**config.mk**
```make
export PLATFORM = sky130hd
export DESIGN_NAME = centroid_update_ctrl
export DESIGN_NICKNAME = d
export VERILOG_FILES = /design/src/rtl/centroid_update_ctrl.sv
export SDC_FILE = /design/constraint.sdc
export NUM_CORES = 1
export LEC_CHECK = 0
export CAP_MARGIN = 10
export CORE_ASPECT_RATIO = 1.25
export CORE_UTILIZATION = 45
export CTS_CLUSTER_SIZE = 40
export DETAILED_ROUTE_END_ITERATION = 10
export GPL_ROUTABILITY_DRIVEN = 1
export PLACE_DENSITY_LB_ADDON = 0.15
export SETUP_SLACK_MARGIN = 0.2
export SYNTH_ARGS = -nofsm -noshare
export SYNTH_HDL_FRONTEND = slang
export SYNTH_SLANG_ARGS = --single-unit
export TNS_END_PERCENT = 20
```
**constraint.sdc**
```tcl
create_clock -name clk -period 7.94 [get_ports clk]
set_input_delay 1.191 -clock clk [delete_from_list [all_inputs] [get_ports clk]]
set_output_delay 1.191 -clock clk [all_outputs]
set_load 0.1 [all_outputs]
```
**src/rtl/centroid_update_ctrl.sv**
```systemverilog
// Time-multiplexed end-of-pass centroid merge for the K-means engine.
// One shared adder folds per-engine accumulators, one external divider normalises.
module centroid_update_ctrl #(
    parameter int K = 16,
    parameter int E = 2,
    parameter int ACC_W = 24,
    parameter int CNT_W = 12,
    parameter int COL_W = 8,
    localparam int EW = (E > 1) ? $clog2(E) : 1,
    localparam int KW = (K > 1) ? $clog2(K) : 1,
    localparam int SW = ACC_W + EW,
    localparam int NW = CNT_W + EW
) (
    input  logic             clk,
    input  logic             rst_n,
    input  logic             start,
    output logic             busy,
    output logic             done,
    output logic [K-1:0]     empty_mask,
    output logic             rd_en,
    output logic [EW-1:0]    rd_eng,
    output logic [KW-1:0]    rd_clu,
    input  logic [ACC_W-1:0] rd_r,
    input  logic [ACC_W-1:0] rd_g,
    input  logic [ACC_W-1:0] rd_b,
    input  logic [CNT_W-1:0] rd_cnt,
    output logic             div_req,
    input  logic             div_ack,
    output logic [SW-1:0]    div_num,
    output logic [NW-1:0]    div_den,
    input  logic             div_done,
    input  logic [SW-1:0]    div_quot,
    output logic             cw_en,
    output logic [KW-1:0]    cw_addr,
    output logic [COL_W-1:0] cw_r,
    output logic [COL_W-1:0] cw_g,
    output logic [COL_W-1:0] cw_b
);

    typedef enum logic [3:0] {
        IDLE, READ, DRAIN, DIV_R, DIV_G, DIV_B, WRITE, NEXT, DONE
    } state_t;

    localparam logic [SW-1:0] MAXC = SW'((1 << COL_W) - 1);

    state_t        state;
    logic [SW-1:0] r_sum, g_sum, b_sum;
    logic [NW-1:0] c_sum;
    logic [SW-1:0] r_nxt, g_nxt, b_nxt;
    logic [NW-1:0] c_nxt;
    logic [KW-1:0] k;
    logic          add_pend;
    logic          pend;
    logic          qdone;

    function automatic logic [COL_W-1:0] sat(input logic [SW-1:0] q);
        if (q > MAXC) return '1;
        return q[COL_W-1:0];
    endfunction

    // Read data lands one cycle after rd_en; add_pend marks that cycle.
    always_comb begin
        r_nxt = r_sum;
        g_nxt = g_sum;
        b_nxt = b_sum;
        c_nxt = c_sum;
        if (add_pend) begin
            r_nxt = r_sum + SW'(rd_r);
            g_nxt = g_sum + SW'(rd_g);
            b_nxt = b_sum + SW'(rd_b);
            c_nxt = c_sum + NW'(rd_cnt);
        end
    end

    assign qdone = div_done && ((div_req && div_ack) || pend);

    always_ff @(posedge clk or negedge rst_n) begin
        if (!rst_n) begin
            state      <= IDLE;
            busy       <= 1'b0;
            done       <= 1'b0;
            empty_mask <= '0;
            rd_en      <= 1'b0;
            rd_eng     <= '0;
            rd_clu     <= '0;
            div_req    <= 1'b0;
            div_num    <= '0;
            div_den    <= '0;
            cw_en      <= 1'b0;
            cw_addr    <= '0;
            cw_r       <= '0;
            cw_g       <= '0;
            cw_b       <= '0;
            r_sum      <= '0;
            g_sum      <= '0;
            b_sum      <= '0;
            c_sum      <= '0;
            k          <= '0;
            add_pend   <= 1'b0;
            pend       <= 1'b0;
        end else begin
            done     <= 1'b0;
            cw_en    <= 1'b0;
            add_pend <= rd_en;
            r_sum    <= r_nxt;
            g_sum    <= g_nxt;
            b_sum    <= b_nxt;
            c_sum    <= c_nxt;
            unique case (state)
                IDLE: if (start) begin
                    busy       <= 1'b1;
                    empty_mask <= '0;
                    k          <= '0;
                    r_sum      <= '0;
                    g_sum      <= '0;
                    b_sum      <= '0;
                    c_sum      <= '0;
                    rd_en      <= 1'b1;
                    rd_eng     <= '0;
                    rd_clu     <= '0;
                    state      <= READ;
                end
                READ: begin
                    if (rd_eng == EW'(E - 1)) begin
                        rd_en <= 1'b0;
                        state <= DRAIN;
                    end else begin
                        rd_eng <= rd_eng + 1'b1;
                    end
                end
                DRAIN: begin
                    if (c_nxt == '0) begin
                        empty_mask[k] <= 1'b1;
                        state         <= NEXT;
                    end else begin
                        div_req <= 1'b1;
                        div_num <= r_nxt;
                        div_den <= c_nxt;
                        state   <= DIV_R;
                    end
                end
                DIV_R, DIV_G, DIV_B: begin
                    if (div_req && div_ack) begin
                        div_req <= 1'b0;
                        pend    <= !div_done;
                    end
                    if (qdone) begin
                        pend <= 1'b0;
                        if (state == DIV_R) begin
                            cw_r    <= sat(div_quot);
                            div_req <= 1'b1;
                            div_num <= g_sum;
                            state   <= DIV_G;
                        end else if (state == DIV_G) begin
                            cw_g    <= sat(div_quot);
                            div_req <= 1'b1;
                            div_num <= b_sum;
                            state   <= DIV_B;
                        end else begin
                            cw_b    <= sat(div_quot);
                            cw_en   <= 1'b1;
                            cw_addr <= k;
                            state   <= WRITE;
                        end
                    end
                end
                WRITE: state <= NEXT;
                NEXT: begin
                    if (k == KW'(K - 1)) begin
                        done  <= 1'b1;
                        busy  <= 1'b0;
                        state <= DONE;
                    end else begin
                        k      <= k + 1'b1;
                        r_sum  <= '0;
                        g_sum  <= '0;
                        b_sum  <= '0;
                        c_sum  <= '0;
                        rd_en  <= 1'b1;
                        rd_eng <= '0;
                        rd_clu <= k + 1'b1;
                        state  <= READ;
                    end
                end
                DONE:    state <= IDLE;
                default: state <= IDLE;
            endcase
        end
    end

endmodule

```
* Yosys cells after proc, flatten, opt, wreduce, memory -nomap -nowiden
Cells that the tools add are included.
** Cells by class
- Add/sub/neg operators :: 6
- Multiply operators :: 0
- Divide/modulo/power cells :: 0
- Order comparisons :: 3
- Equal/unequal tests :: 16
- Shift-type cells :: 0
- Muxes and demuxes :: 77
- Bitwise operators :: 4
- Reductions and logical operators :: 26
** Operator list (number)
- $mux W25 :: 13
- $pmux W25 S2 :: 4
- $add A25 B24 Y25 :: 3
- $mux W13 :: 3
- $mux W1 :: 33
- $mux W16 :: 2
- $mux W8 :: 4
- $pmux W16 S2 :: 1
- $pmux W13 S2 :: 1
- $gt A25 B8 Y1 const B :: 1
- $mux W4 :: 6
- $pmux W4 S6 :: 1
- $reduce_and A3 Y1 :: 6
- $eq A4 B3 Y1 const B :: 4
- $or A16 B16 Y16 :: 1
- $reduce_and A4 Y1 :: 4
- $ne A2 B2 Y1 const B :: 7
- $add A13 B12 Y13 :: 1
- $logic_not A13 Y1 :: 1
- $eq A4 B2 Y1 const B :: 2
- $pmux W4 S2 :: 1
- $reduce_bool A2 Y1 :: 4
- $pmux W1 S3 :: 2
- $reduce_and A2 Y1 :: 3
- other kinds (18) :: 24
** Word-level totals
- Register bits after elaboration :: 186
- Bits in latches :: 0
- Memory bits (writable) :: 0
- ROM bits :: 0
- Input port bits :: 114
- Output and inout bits :: 92
- Word-level logic and storage cells :: 153
- Memories kept :: 0

* Longest topological paths before layout
- Depth in word-level cells :: 7
- Depth in mapped cells :: 13
- Depth with buffers taken out :: 12

* Least setup slack after synthesis
No wires, ideal clock.
- Kind :: in2reg
- Start :: in rd_cnt[0]
- End :: reg div_num[10]
- Setup time :: 0.125 ns
- Data arrival time :: 3.741 ns
- Data required time :: 7.815 ns
- Slack :: 4.074 ns
- Cell stages on the path :: 13
- Buffers on the path :: 1
- Path through :: ha_1 inv_1 fa_1 nor2b_1 o31a_1 o22a_1 a31oi_1 or2_2 a31o_1 a31oi_4 nor2_8 buf_12 mux2_4
** On the way
- Longest elaborated chain between the ends :: 5
** RTL lines
- start, declared :: RTL line 26 : input logic [CNT_W-1:0] rd_cnt,
- $add A13 B12 Y13 :: RTL line 71 : c_nxt = c_sum + NW'(rd_cnt);
- $mux W13 :: RTL line 67 : if (add_pend) begin
- $logic_not A13 Y1 :: RTL line 132 : if (c_nxt == '0) begin
- $ne A2 B2 Y1 (no line)
- $reduce_and A4 Y1 (no line)
- end signal, assigned :: RTL line 137 : div_num <= r_nxt;
- end signal, assigned :: RTL line 152 : div_num <= g_sum;
- end signal, assigned :: RTL line 157 : div_num <= b_sum;
- end, declared :: RTL line 29 : output logic [SW-1:0] div_num,
Every way passes these cells.
A chain may end at the register's enable or synchronous reset.

* Final worst setup path
- Start :: in rd_cnt[1]
- End :: reg div_num[3]
Same word-level chain as after synthesis.

==> metrics.cfg <==
[global_route]
grt_max_degree = 112
grt_first_pass_wirelength_um = 50700
antenna_found_initial = 2
track_usage = 0.238
grt_overflow = 0
grt_pass1_vias = 9755

[clocking]
cts_sinks = 186
post_cts_buffers = 0
postCtsHoldBufs = 0
numCtsBuffers = 17
htreeDepth = 4
cts_buffer_depth = 2
cts_tree = done
clk_latency_ns = 0.44
cts.clk_slew.worst_paths_ns = 0.08
ctsResizeCount = 0
clockRootBuffer = clkbuf_16

[logic_synthesis]
avgSynthCellArea_um2 = 9.19
synthArstFlopShare = 1.00
synth_cell_types = 72
synthCells = 1300
syn_area_mm2 = 0.0120
syn-num-nets = 1506
synth_seq_area_share = 0.389
synth-main-ff-cell = dfrtp_1
synth_seq_cells = 186
ys.warnings.count = 0
synth_edf_count = 0

[die]
die_w_um = 148
start_util = 0.458
die_h_um = 184
io_pins = 206
coreArea_mm2 = 0.0261
die-area_mm2 = 0.0272
row_count = 66

[timing]
min_period_ns = 4.60
hold_viol = 0
setup_viol = 0
finClkSkew_ns = 0.0169
worst_slew_pin_slew_ns = 1.03
slew_headroom = 0.314
slew_viol_final = 0
fin_tns_setup_ns = 0
rsz0062_at_grt = false
fmax_ghz = 0.218
hold_ws_ns = 0.418
fin_crit_sh = 0.579

[critical_path]
cp_common_cell = a211oi_1
worst-path-buf-inv = 1
critPathLaunchType = input pin
crit_fanout = 25
crit_type = in -> reg
worstPathArrival_ns = 4.92
crit_path_end_kind = register
critPathTopFamily = simple AND/OR/NAND/NOR gates
max_stage_delay_ns = 0.59
cpMaxStageDelayCell = nor2_8
r2r_cells = 10
cp.depth = 11
path_cells = clkdlybuf4s50_1 -> ha_1 -> a211oi_1 -> o21bai_1 -> a211oi_1 -> nor4_1 -> nor3_1 -> and2_1 -> a31oi_4 -> nor2_8 -> mux2_2
crit_required_ns = 8.27

[finish]
multi_input_area_mm2 = 0.00696
fillers = 2407
drive_above_1_share = 0.0641
seqCellArea_mm2 = 0.00466
nets = 1690
area_delta_synth_final_pct = 24.8

[routing]
dr.pass1.iters = 5
vias = 10200
antenna_left = 0
drt_iter0_markers = 385
wirelength_um = 32000
vias_per_cell = 5.53
drc = 0
wl_per_cell_um = 17.4

[placed_design]
place_hpwl_um = 23600
gp_congestion = 0.898
portBuffers = 205

[worst_hold_path]
hp-class = reg -> reg
min_path_cells = 0

[run_status]
status = finished clean

[run]
drv_cap = 0

==> cells in the mapped netlist (3+ instances only) <==
cell	number	area, um2
o41ai_1	3	26.3
buf_1	9	33.8
o21ai_0	96	480
nor3_1	21	105
a2111oi_0	3	26.3
o22ai_1	6	37.5
a31o_2	5	43.8
nor2b_1	35	219
buf_2	4	20.0
nor2_1	165	619
a211o_1	3	26.3
a211oi_1	38	285
fa_1	4	80.1
o31ai_1	5	37.5
nor4_1	6	37.5
a21o_1	24	180
a31oi_1	16	100
xnor2_1	43	377
o31a_1	5	43.8
or3_1	3	18.8
mux2_2	13	146
inv_1	33	124
o221ai_1	4	35.0
dfrtp_1	186	4650
and2_1	3	18.8
a21oi_1	109	546
or2_2	4	25.0
xor2_1	20	175
nand4_1	9	56.3
nand3b_1	3	22.5
mux2i_1	46	460
and3_1	14	87.6
o21bai_1	10	75.1
a221o_1	3	30.0
o21a_1	14	105
nand2b_1	17	106
o211ai_1	8	60.1
nand3_1	20	100
nand2_1	114	428
ha_1	88	1100
clkbuf_1	33	124
mux2_4	18	270
==> per-stage QoR <==
step	setup WS (ns)	cells	util	area, um2
floorplan	4.07	1300	-	12000
global placement	3.02	1805	0.548	14300
detailed placement	2.92	1805	0.548	14300
CTS	3.38	1837	0.572	14900
global route	3.10	1837	0.572	14900
finish	3.35	1838	0.572	14900
==> final cells by class <==
class / instances / share of cell area
diodes: 1 / 0.000168
clock buffers: 17 / 0.0285
clock inverters: 15 / 0.0135
inverters: 33 / 0.00830
multi-input cells: 1033 / 0.467
flip-flops and latches: 186 / 0.312
well taps: 340 / 0.0285
repair buffers: 213 / 0.142
==> cell usage in the layout (no fill, tap or decap), types with 23 or more instances in the layout <==
master	synthesis	final
clkdlybuf4s50_1	0	204
dfrtp_1	186	185
nor2_1	165	165
nand2_1	114	113
a21oi_1	109	109
o21ai_0	96	96
ha_1	88	88
mux2i_1	46	46
xnor2_1	43	43
a211oi_1	38	38
nor2b_1	35	35
inv_1	33	32
a21o_1	24	23
==> cell families after synthesis <==
group | count (synthesis) | share of synthesized area
multiplexers | 77 | 0.0734
flip-flops | 186 | 0.389
AND/OR/NAND/NOR | 428 | 0.165
adder cells (fa/ha/maj) | 92 | 0.0988
AO/OA/AOI/OAI | 372 | 0.197
buffers and inverters | 81 | 0.0286
XOR/XNOR | 64 | 0.0475
==> worst reg2reg max path: stages, from the launching register on <==
cell	delay, ns
dfrtp_1	0.42
ha_1	0.30
a211oi_1	0.36
o21bai_1	0.20
a211oi_1	0.40
nor4_1	0.11
nor3_1	0.32
and2_1	0.27
a31oi_4	0.31
nor2_8	0.60
mux2_2	0.42
==> path summary, 6_finish.rpt <==
kind,startpoint,end,slack (ns)
setup reg to reg,c_sum[1],div_num[3],4.12
max in group asynchronous,rst_n,add_pend,5.42
setup / recovery,rd_cnt[1],div_num[3],3.35
hold reg to reg,rd_en,add_pend,0.42
hold / removal,rd_en,add_pend,0.42
min in group asynchronous,rst_n,r_sum[17],0.85
==> registers in the layout (all words and copies together), names as in the netlist, 8 cells and up <==
register / flops
b_sum: 25
div_num: 25
g_sum: 25
r_sum: 25
empty_mask: 16
c_sum: 13
div_den: 13
cw_b: 8
cw_g: 8
cw_r: 8
==> per-layer routing <==
layer	vias to the layer above	routed length [um]	GRT usage
li1	5061	-	-
met1	4830	13500	0.287
met2	236	16500	0.427
met3	45	1080	0.0329
met4	0	911	0.0965
met5	-	0	0
Power is not shown: default switching activity piles up to over one toggle a cycle in this logic, so the estimate is an artifact.
